`config.mk`:
```
export PLATFORM = sky130hd
export DESIGN_NAME = pipe_stage_reg
export DESIGN_NICKNAME = d
export VERILOG_FILES = /design/src/rtl/pipe_stage_reg.sv
export SDC_FILE = /design/constraint.sdc
export NUM_CORES = 1
export LEC_CHECK = 0
export ABC_AREA = 1
export BUFFER_PORTS_ARGS = -buffer_cell sky130_fd_sc_hd__buf_2
export CAP_MARGIN = 25
export CORE_MARGIN = 2
export CORE_UTILIZATION = 32
export DETAILED_ROUTE_END_ITERATION = 16
export HOLD_SLACK_MARGIN = 0.05
export PLACE_DENSITY_LB_ADDON = 0.3
export SLEW_MARGIN = 20
export SYNTH_ARGS = -nofsm -noshare
export SYNTH_HDL_FRONTEND = slang
export SYNTH_SLANG_ARGS = --single-unit
```
`constraint.sdc`:
```
create_clock -name clk -period 4.1 [get_ports clk]
set_clock_uncertainty 0.1 [all_clocks]
set_input_delay 0.82 -clock clk [delete_from_list [all_inputs] [get_ports clk]]
set_output_delay 0.82 -clock clk [all_outputs]
set_load 0.05 [all_outputs]
```
`src/rtl/pipe_stage_reg.sv`:
```
// rtl/pipe_stage_reg.sv - valid/ready pipeline stage register with optional skid entry, flush and NOP-gated control
//
// Parameters:
//   DATA_W  payload width (>= 1)
//   CTRL_W  control bundle width (>= 1)
//   SKID    1 = skid entry present, in_ready registered; 0 = single entry, in_ready combinational
// Ports:
//   clk, rst_n            clock, asynchronous active-low reset
//   flush                 synchronous kill of every held entry
//   in_valid/in_ready     upstream handshake, in_data/in_ctrl upstream entry
//   out_valid/out_ready   downstream handshake, out_data/out_ctrl main register contents
//   level                 number of held entries (0..2)

module pipe_stage_reg #(
    parameter int DATA_W = 160,
    parameter int CTRL_W = 16,
    parameter int SKID   = 1
) (
    input  logic              clk,
    input  logic              rst_n,
    input  logic              flush,
    input  logic              in_valid,
    output logic              in_ready,
    input  logic [DATA_W-1:0] in_data,
    input  logic [CTRL_W-1:0] in_ctrl,
    output logic              out_valid,
    input  logic              out_ready,
    output logic [DATA_W-1:0] out_data,
    output logic [CTRL_W-1:0] out_ctrl,
    output logic [1:0]        level
);

    typedef enum logic [1:0] {
        ST_EMPTY = 2'd0,
        ST_FULL  = 2'd1,
        ST_SKID  = 2'd2
    } state_e;

    state_e state_q, state_d;

    logic              main_valid;
    logic              skid_valid;
    logic              accept;
    logic              drain;
    logic              load_main_in;
    logic              load_main_skid;
    logic              load_skid;
    logic [DATA_W-1:0] main_data_q;
    logic [CTRL_W-1:0] main_ctrl_q;
    logic [DATA_W-1:0] skid_data;
    logic [CTRL_W-1:0] skid_ctrl;

    assign main_valid = (state_q != ST_EMPTY);
    assign skid_valid = (state_q == ST_SKID);
    assign accept     = in_valid & in_ready;
    assign drain      = main_valid & out_ready;

    always_comb begin
        state_d        = state_q;
        load_main_in   = 1'b0;
        load_main_skid = 1'b0;
        load_skid      = 1'b0;
        if (flush) begin
            // Loads are suppressed too so out_data keeps its last delivered value.
            state_d = ST_EMPTY;
        end else begin
            case (state_q)
                ST_EMPTY: begin
                    if (accept) begin
                        state_d      = ST_FULL;
                        load_main_in = 1'b1;
                    end
                end
                ST_FULL: begin
                    if (drain && accept) begin
                        load_main_in = 1'b1;
                    end else if (drain) begin
                        state_d = ST_EMPTY;
                    end else if (accept && (SKID != 0)) begin
                        // Entry accepted while in_ready was still high from last cycle.
                        state_d   = ST_SKID;
                        load_skid = 1'b1;
                    end
                end
                ST_SKID: begin
                    if (drain) begin
                        state_d        = ST_FULL;
                        load_main_skid = 1'b1;
                    end
                end
                default: state_d = ST_EMPTY;
            endcase
        end
    end

    always_ff @(posedge clk or negedge rst_n) begin
        if (!rst_n) begin
            state_q <= ST_EMPTY;
        end else begin
            state_q <= state_d;
        end
    end

    always_ff @(posedge clk or negedge rst_n) begin
        if (!rst_n) begin
            main_data_q <= '0;
            main_ctrl_q <= '0;
        end else if (load_main_in) begin
            main_data_q <= in_data;
            main_ctrl_q <= in_ctrl;
        end else if (load_main_skid) begin
            main_data_q <= skid_data;
            main_ctrl_q <= skid_ctrl;
        end
    end

    generate
        if (SKID != 0) begin : g_skid
            logic              in_ready_q;
            logic [DATA_W-1:0] skid_data_q;
            logic [CTRL_W-1:0] skid_ctrl_q;

            // Registered so out_ready never reaches in_ready combinationally.
            always_ff @(posedge clk or negedge rst_n) begin
                if (!rst_n) begin
                    in_ready_q <= 1'b1;
                end else begin
                    in_ready_q <= (state_d != ST_SKID);
                end
            end

            always_ff @(posedge clk or negedge rst_n) begin
                if (!rst_n) begin
                    skid_data_q <= '0;
                    skid_ctrl_q <= '0;
                end else if (load_skid) begin
                    skid_data_q <= in_data;
                    skid_ctrl_q <= in_ctrl;
                end
            end

            assign in_ready  = in_ready_q;
            assign skid_data = skid_data_q;
            assign skid_ctrl = skid_ctrl_q;
        end else begin : g_noskid
            assign in_ready  = ~main_valid | out_ready;
            assign skid_data = '0;
            assign skid_ctrl = '0;
        end
    endgenerate

    assign out_valid = main_valid;
    assign out_data  = main_data_q;
    // An empty slot must look like a NOP to the next stage.
    assign out_ctrl  = main_valid ? main_ctrl_q : '0;
    assign level     = {1'b0, main_valid} + {1'b0, skid_valid};

endmodule

```
## Word level (Yosys, flattened, before mapping)

Index checks and enable logic that the tools add are counted.

- Bits in registers: 355
- Bits in latches: 0
- Bits in writable memories: 0
- Memory bits (read-only): 0
- Bits of input ports: 181
- Output and inout port bits: 180
- Word-level logic and storage cells: 39
- Memories: 0

- Add/subtract/negate cells: 1
- Multipliers: 0
- Div/mod/pow operators: 0
- Order comparisons: 0
- Eq/ne operators: 3
- Shift-type cells: 0
- Muxes and demuxes: 23
- Bitwise logic cells: 2
- Reduce and logical (&&, ||, !) cells: 4

Operators by type and width:

| kind | number |
|---|---|
| $mux W160 | 2 |
| $mux W16 | 3 |
| $mux W2 | 6 |
| $mux W1 | 10 |
| $pmux W2 S3 | 1 |
| $reduce_bool A2 Y1 | 2 |
| $add A1 B1 Y2 | 1 |
| $and A1 B1 Y1 | 2 |
| $eq A2 B1 Y1 const B | 1 |
| $eq A2 B2 Y1 const B | 1 |
| $logic_not A2 Y1 | 1 |
| $ne A2 B2 Y1 const B | 1 |
| $pmux W1 S2 | 1 |
| $logic_and A1 B1 Y1 | 1 |

## Logic depth before layout (Yosys ltp)

Gate-level depths: netlist of the first run.

- Word-level depth: 7
- Depth in mapped cells: 8
- Mapped depth without buffers: 7

## Worst setup path before layout of the first run

No wires, ideal clock.

- Kind: reg2out
- From: register state_q[0]
- To: output out_ctrl[10]
- Arrival: 1.440 ns
- Required time: 3.180 ns
- Setup slack: 1.740 ns
- Cell stages (with the launch flop): 4
- Buffers on the path: 1
- Cells stage by stage: dfrtp_1 nor2_1 clkbuf_1 nor2_1

- Cells in the longest elaborated chain, start to end: 2

Ends and longest elaborated chain:

| item | line | RTL |
|---|---|---|
| from (decl) | 39 | `state_e state_q, state_d;` |
| from (signal assigned) | 100 | `state_q <= state_d;` |
| $reduce_bool A2 Y1 | 53 | `assign main_valid = (state_q != ST_EMPTY);` |
| $mux W16 | 155 | `assign out_ctrl = main_valid ? main_ctrl_q : '0;` |
| to (decl) | 29 | `output logic [CTRL_W-1:0] out_ctrl,` |

No other way between the ends.

## Worst setup path after layout of the first run

- From: register state_q[0]
- To: output out_ctrl[2]

The elaborated chain is that of the path after synthesis.

==> results_dict.tcl, run 1 <==
set metrics [dict create \
    dp_cells 2653 \
    cellPowerDensity_nw_per_um2 566.9 \
    synth_seq_cells 355 \
    track_usage_pct 18.71 \
    tns_ns 0 \
    worst-path-max-fanout 15 \
    h-tree-depth 2 \
    synth.distinct_cells 22 \
    hpwl_um 29130 \
    grt_pass1_vias 13280 \
    relSlewSlack_pct 26.40 \
    cts-root-buf "clkbuf_16" \
    ys.flop_type "dfrtp_1" \
    cts_buffers 41 \
    grt-ovfl-total 0 \
    start_util_pct 32.55 \
    hold_path.class "input port to async pin" \
    gp_congestion 0.7737 \
    synth_commonest_cells "358 x nand2_1, 354 x dfrtp_1, 354 x nand3_1" \
    core_sq_um 47950 \
    synth.most_common_cell "nand2_1" \
    vdd_drop_max_uv 346.7 \
    first_pass_iters 5 \
    fin_worst_hold_slack_ns 0.1983 \
    rr_endpoint "g_skid.skid_data_q[115]" \
    rows 80 \
    hold_violations 0 \
    netlist_area_sq_um 15610 \
    finalNetCount 2263 \
    post_cts_buffers 0 \
    clkTransAtPathRegs_ns 0.06 \
    final.setup.worst_slack_ns 1.213 \
    viasPerCell 5.081 \
    grt_max_degree 177 \
    die_area_sq_um 50560 \
    fmax_mhz 346.3 \
    max-clock-path-buffers 3 \
    setup_violations 0 \
    die_w_um 224.9 \
    vias 13890 \
    die_h_um 224.9 \
    status "finished, final reports clean" \
    synth_cells 1801 \
    switching_share_pct 34.25 \
    total_leakage_power_nw 10.06 \
    arrival_ns 1.97 \
    first_iter_violations 1184 \
    timing.rr.start "state_q[0]" \
    required_ns 3.18 \
    path_class "flip-flop to primary output" \
    cts_num_sinks 355 \
    synth_edf_count 0 \
    grt_pass1_wl_um 75690 \
    fin_crit_ns 2.887 \
    rsz0062_at_grt "no" \
    total_power_mw 10.95 \
    port_buffers 360 \
    slew_viol_final 0 \
    drive_above_1_share_pct 22.18 \
    p_clk_share_pct 34.0 \
    place_ws_ns 1.049 \
    tightest_slew_ns 1.104 \
    cts_tree "done" \
    ant_nets 0 \
    cp_cell_sequence "nor2_2, buf_6, nor2_1, buf_2" \
    intPower_mw 7.200 \
    io_pins 361 \
    post_cts_resized 0 \
    drc_errors 0 \
    area_growth_pct 23.75 \
    end_kind "primary output" \
    antenna_found_initial 15 \
    clk_latency_ns 0.55 \
    wl_per_cell_um 17.62 \
    seqPwrFrac_pct 42.6 \
    max_stage_delay_ns 0.59 \
    finalCritPeriodShare_pct 70.43 \
    cts_hold_buf 0 \
    yosys_warnings 0 \
    placed_area_sq_um 17910 \
    n_fill_cell 4791 \
    drt-total-wl_um 48150 \
    ff2ff_path_depth 7 \
    ys_seq_area_share_pct 56.92 \
    postLayoutCellArea_sq_um 19320 \
    start_kind "flip-flop" \
    drv_cap 0 \
    rrSetupSlack_ns 1.72 \
    netlist_top_cells_area "dfrtp_1 57%, nand3_1 11%, nand2_1 8.6%, nand4_1 7.1%, inv_1 4.7%" \
    critical_path.startpoint "state_q[0]" \
    crit_slowest_cell "dfrtp_1" \
    synthArstFlopShare_pct 100.0 \
    syn_avg_cell_area_sq_um 8.667 \
    power_frac_comb_pct 23.4 \
    final_cells 2733 \
    yosysTopAreaCellShare_pct 56.75 \
    synth_area_leader_cell "dfrtp_1" \
    power_switching_mw 3.750 \
    fin_util_pct 40.29 \
    syn_nets 1982 \
]
==> how the worst max path moves through the flow <==
stage | slack (ns) | cells after the start | endpoint
after floorplan | 1.74 | 3 | out_ctrl[10]
after CTS | 0.70 | 3 | out_valid
after global placement | 1.07 | 8 | out_data[78]
after global routing | 1.10 | 4 | out_ctrl[2]
final | 1.21 | 4 | out_ctrl[2]
after detailed placement | 1.05 | 8 | out_data[26]
==> kinds of logic (layout without fill, tap and decap cells) <==
group | Yosys count | after routing | share of synthesized area (%)
buffers and inverters | 355 | 664 | 9.483
other | 0 | 8 | 0
AOI/OAI and AO/OA | 177 | 177 | 5.675
DFF | 355 | 355 | 56.92
and+or+nand+nor | 914 | 914 | 27.92
==> state kept, by name (all words and copies together) (netlist names) <==
register,flops
g_skid.skid_data_q,160
main_ctrl_q,16
in_ready,1
g_skid.skid_ctrl_q,16
out_data,160
state_q,2
==> power by group through the flow <==
stage                     logic [mW]  clock network, mW  registers [mW]
after floorplan                0.863                  0            5.60
after global placement          2.54                  0            4.69
after detailed placement        2.59                  0            4.72
after CTS                       2.59               3.83            4.66
after global routing            2.80               3.98            4.75
final                           2.56               3.72            4.66
==> worst max-delay path: cells and delay by family (launching register included) <==
family,cells,cell delay [ns]
DFF,1,0.59
and+or+nand+nor,2,0.33
buffers and inverters,2,0.50
==> per-layer routing <==
metal  vias to the layer above  GRT usage, %  part of all wire [%]
li1                       6590             -                     -
met4                        16         4.785                   2.1
met5                         -             0                  0.23
met2                       459         28.14                    45
met1                      6732         25.77                    44
met3                        90         6.401                   8.9
==> cells in the final DEF, fill, tap and decap left out, types with 3 or more instances in the layout <==
cell type,n
clkinv_2,4
dfrtp_1,354
o21ai_1,106
clkbuf_1,7
inv_6,3
nand4_1,176
inv_1,197
nor2_1,18
buf_12,13
clkbuf_16,43
nand3_1,354
o21ai_0,70
diode_2,8
buf_2,359
nand2_1,358
clkbuf_8,13
buf_4,18
==> area by class of cell <==
type                    count  area (sq um)  share of cell area, %
clock inverters             8         96.34                 0.4988
inverters                 201         764.5                  3.958
well taps                 615         769.5                  3.984
multi-input cells        1091          5281                  27.34
repair buffers            392          2218                  11.48
diodes                      8         20.02                 0.1036
flip-flops and latches    355          8885                  46.00
clock buffers              63          1281                  6.633
No activity file was read; power rests on OpenSTA's default activity.
==> run 2: changes to the inputs <==
==> constraint.sdc (replaced) <==
create_clock -name clk -period 2.5 [get_ports clk]
set_clock_uncertainty 0.1 [all_clocks]
set_input_delay 0.5 -clock clk [delete_from_list [all_inputs] [get_ports clk]]
set_output_delay 0.5 -clock clk [all_outputs]
set_load 0.05 [all_outputs]
==> results_dict.tcl, run 2 (synthesis gave the netlist of run 1 again) <==
set metrics [dict create \
    top_layer "met5" \
    hold_path.class "input port to flip-flop" \
    start_util_pct 32.55 \
    viasPerCell 5.100 \
    end_kind "primary output" \
    vdd_drop_max_uv 514.3 \
    port_buffers 360 \
    drv_cap 0 \
    grt_pass1_vias 13620 \
    worst-path-max-fanout 16 \
    n_fill_cell 4859 \
    io_pins 361 \
    h-tree-depth 2 \
    arrival_ns 1.81 \
    wl_met1_um 21160 \
    rows 80 \
    grt_pass1_wl_um 76060 \
    wl_per_cell_um 17.57 \
    gp_congestion 0.7647 \
    cellPowerDensity_nw_per_um2 922.6 \
    drt-total-wl_um 48150 \
    cp_cell_sequence "nor2_2, buf_6, nor2_1, buf_2" \
    clkTransAtPathRegs_ns 0.06 \
    cts-root-buf "clkbuf_16" \
    first_iter_violations 980 \
    track_usage_pct 18.77 \
    crit_buf_inv 2 \
    layout_common_cells "358 x nand2_1, 356 x buf_2, 354 x nand3_1, 353 x dfrtp_1, 197 x inv_1" \
    die_w_um 224.9 \
    path_class "flip-flop to primary output" \
    max_stage_delay_ns 0.49 \
    crit_slowest_cell "dfrtp_2" \
    antenna_found_initial 13 \
    clk_latency_ns 0.55 \
    total_leakage_power_nw 10.16 \
    total_power_mw 18.01 \
    finalNetCount 2271 \
    drive_above_1_share_pct 22.58 \
    die_h_um 224.9 \
    relSlewSlack_pct 53.24 \
    wl_met2_um 21850 \
    first_pass_iters 5 \
    fmax_mhz 414.4 \
    final.setup.worst_slack_ns 0.08705 \
    ant_nets 0 \
    fin_crit_ns 2.413 \
    cts_num_sinks 355 \
    die_area_sq_um 50560 \
    vias 13970 \
    hpwl_um 29180 \
    critPathTopFamily "flip-flops" \
    tightest_slew_ns 0.7014 \
    area_growth_pct 25.05 \
    slew_viol_final 0 \
    finalCritPeriodShare_pct 96.52 \
    start_kind "flip-flop" \
    status "finished, final reports clean" \
    drc_errors 0 \
    hold_violations 0 \
    grt_max_degree 103 \
    setup_violations 0 \
    grt-ovfl-total 0 \
    cts_buffers 41 \
    place_ws_ns 0.3355 \
    max-clock-path-buffers 3 \
    rsz0062_at_grt "no" \
    cts_tree "done" \
    core_sq_um 47950 \
    met3_length_um 4164 \
    final_common_cell "nand2_1" \
    required_ns 1.90 \
    tns_ns 0 \
]
run 2: cell types whose count changed in the layout (fill, tap and decap cells not counted), sizes merged:
cell,before,now
clkinv,4,6
diode,8,4
clkbuf,63,65
bufinv,2,1
buf,392,397
dlygate4sd3,0,3
run 2: area by class of cell:
cell class,count,area (sq um),share of cell area [%]
Sequential cell,355,8886,45.53
Multi-Input combinational cell,1091,5284,27.07
Timing Repair Buffer,400,2406,12.33
Clock buffer,65,1319,6.756
Tap cell,615,769.5,3.942
Inverter,201,764.5,3.917
Clock inverter,9,80.08,0.4103
Antenna cell,4,10.01,0.05128
run 2: path summary, 6_finish.rpt:
kind                                  startpoint                       to  slack [ns]  cells past startpoint
max                                   state_q[0]              out_ctrl[3]        0.09                      4
min                                 in_data[118]  g_skid.skid_data_q[118]         0.1                      3
max reg2reg                           state_q[1]            out_data[107]        0.60                      7
min reg2reg                g_skid.skid_data_q[8]    g_skid.skid_data_q[8]        0.38                      2
max in group asynchronous                  rst_n  g_skid.skid_data_q[142]        1.09                      3
min in group asynchronous                  rst_n   g_skid.skid_data_q[10]        0.37                      2
run 2: where the power goes:
part,total [mW],switching [mW],internal [mW]
logic,4.23,3.09,1.14
clock network,6.13,2.42,3.72
registers,7.64,0.672,6.97
run 2: metal layers:
metal | vias to the layer above | GRT usage, %
li1 | 6615 | -
met1 | 6792 | 25.68
met2 | 471 | 28.93
met3 | 77 | 5.918
met4 | 18 | 4.529
met5 | - | 0
run 2: timing repair:
action	in CTS	in global routing
hold buffers	3	0
gates resized for setup	5	1
setup endpoints to repair	16	1
setup buffers	0	0
endpoints found under the hold margin	38	0
run 2: metrics by stage:
stage | hold WS (ns) | area (sq um) | utilization (%) | std cells
CTS | 0.05030 | 19510 | 40.68 | 2736
detailed placement | 0.3695 | 18060 | 37.68 | 2659
global route | 0.06254 | 19520 | 40.71 | 2740
finish | 0.09553 | 19520 | 40.71 | 2740
floorplan | 0.1044 | 15610 | - | 1801
global placement | 0.3662 | 18060 | 37.68 | 2659
run 2: worst min-delay path: stages:
cell and delay [ns]:
buf_2 0.10, inv_1 0.04, o21ai_1 0.06
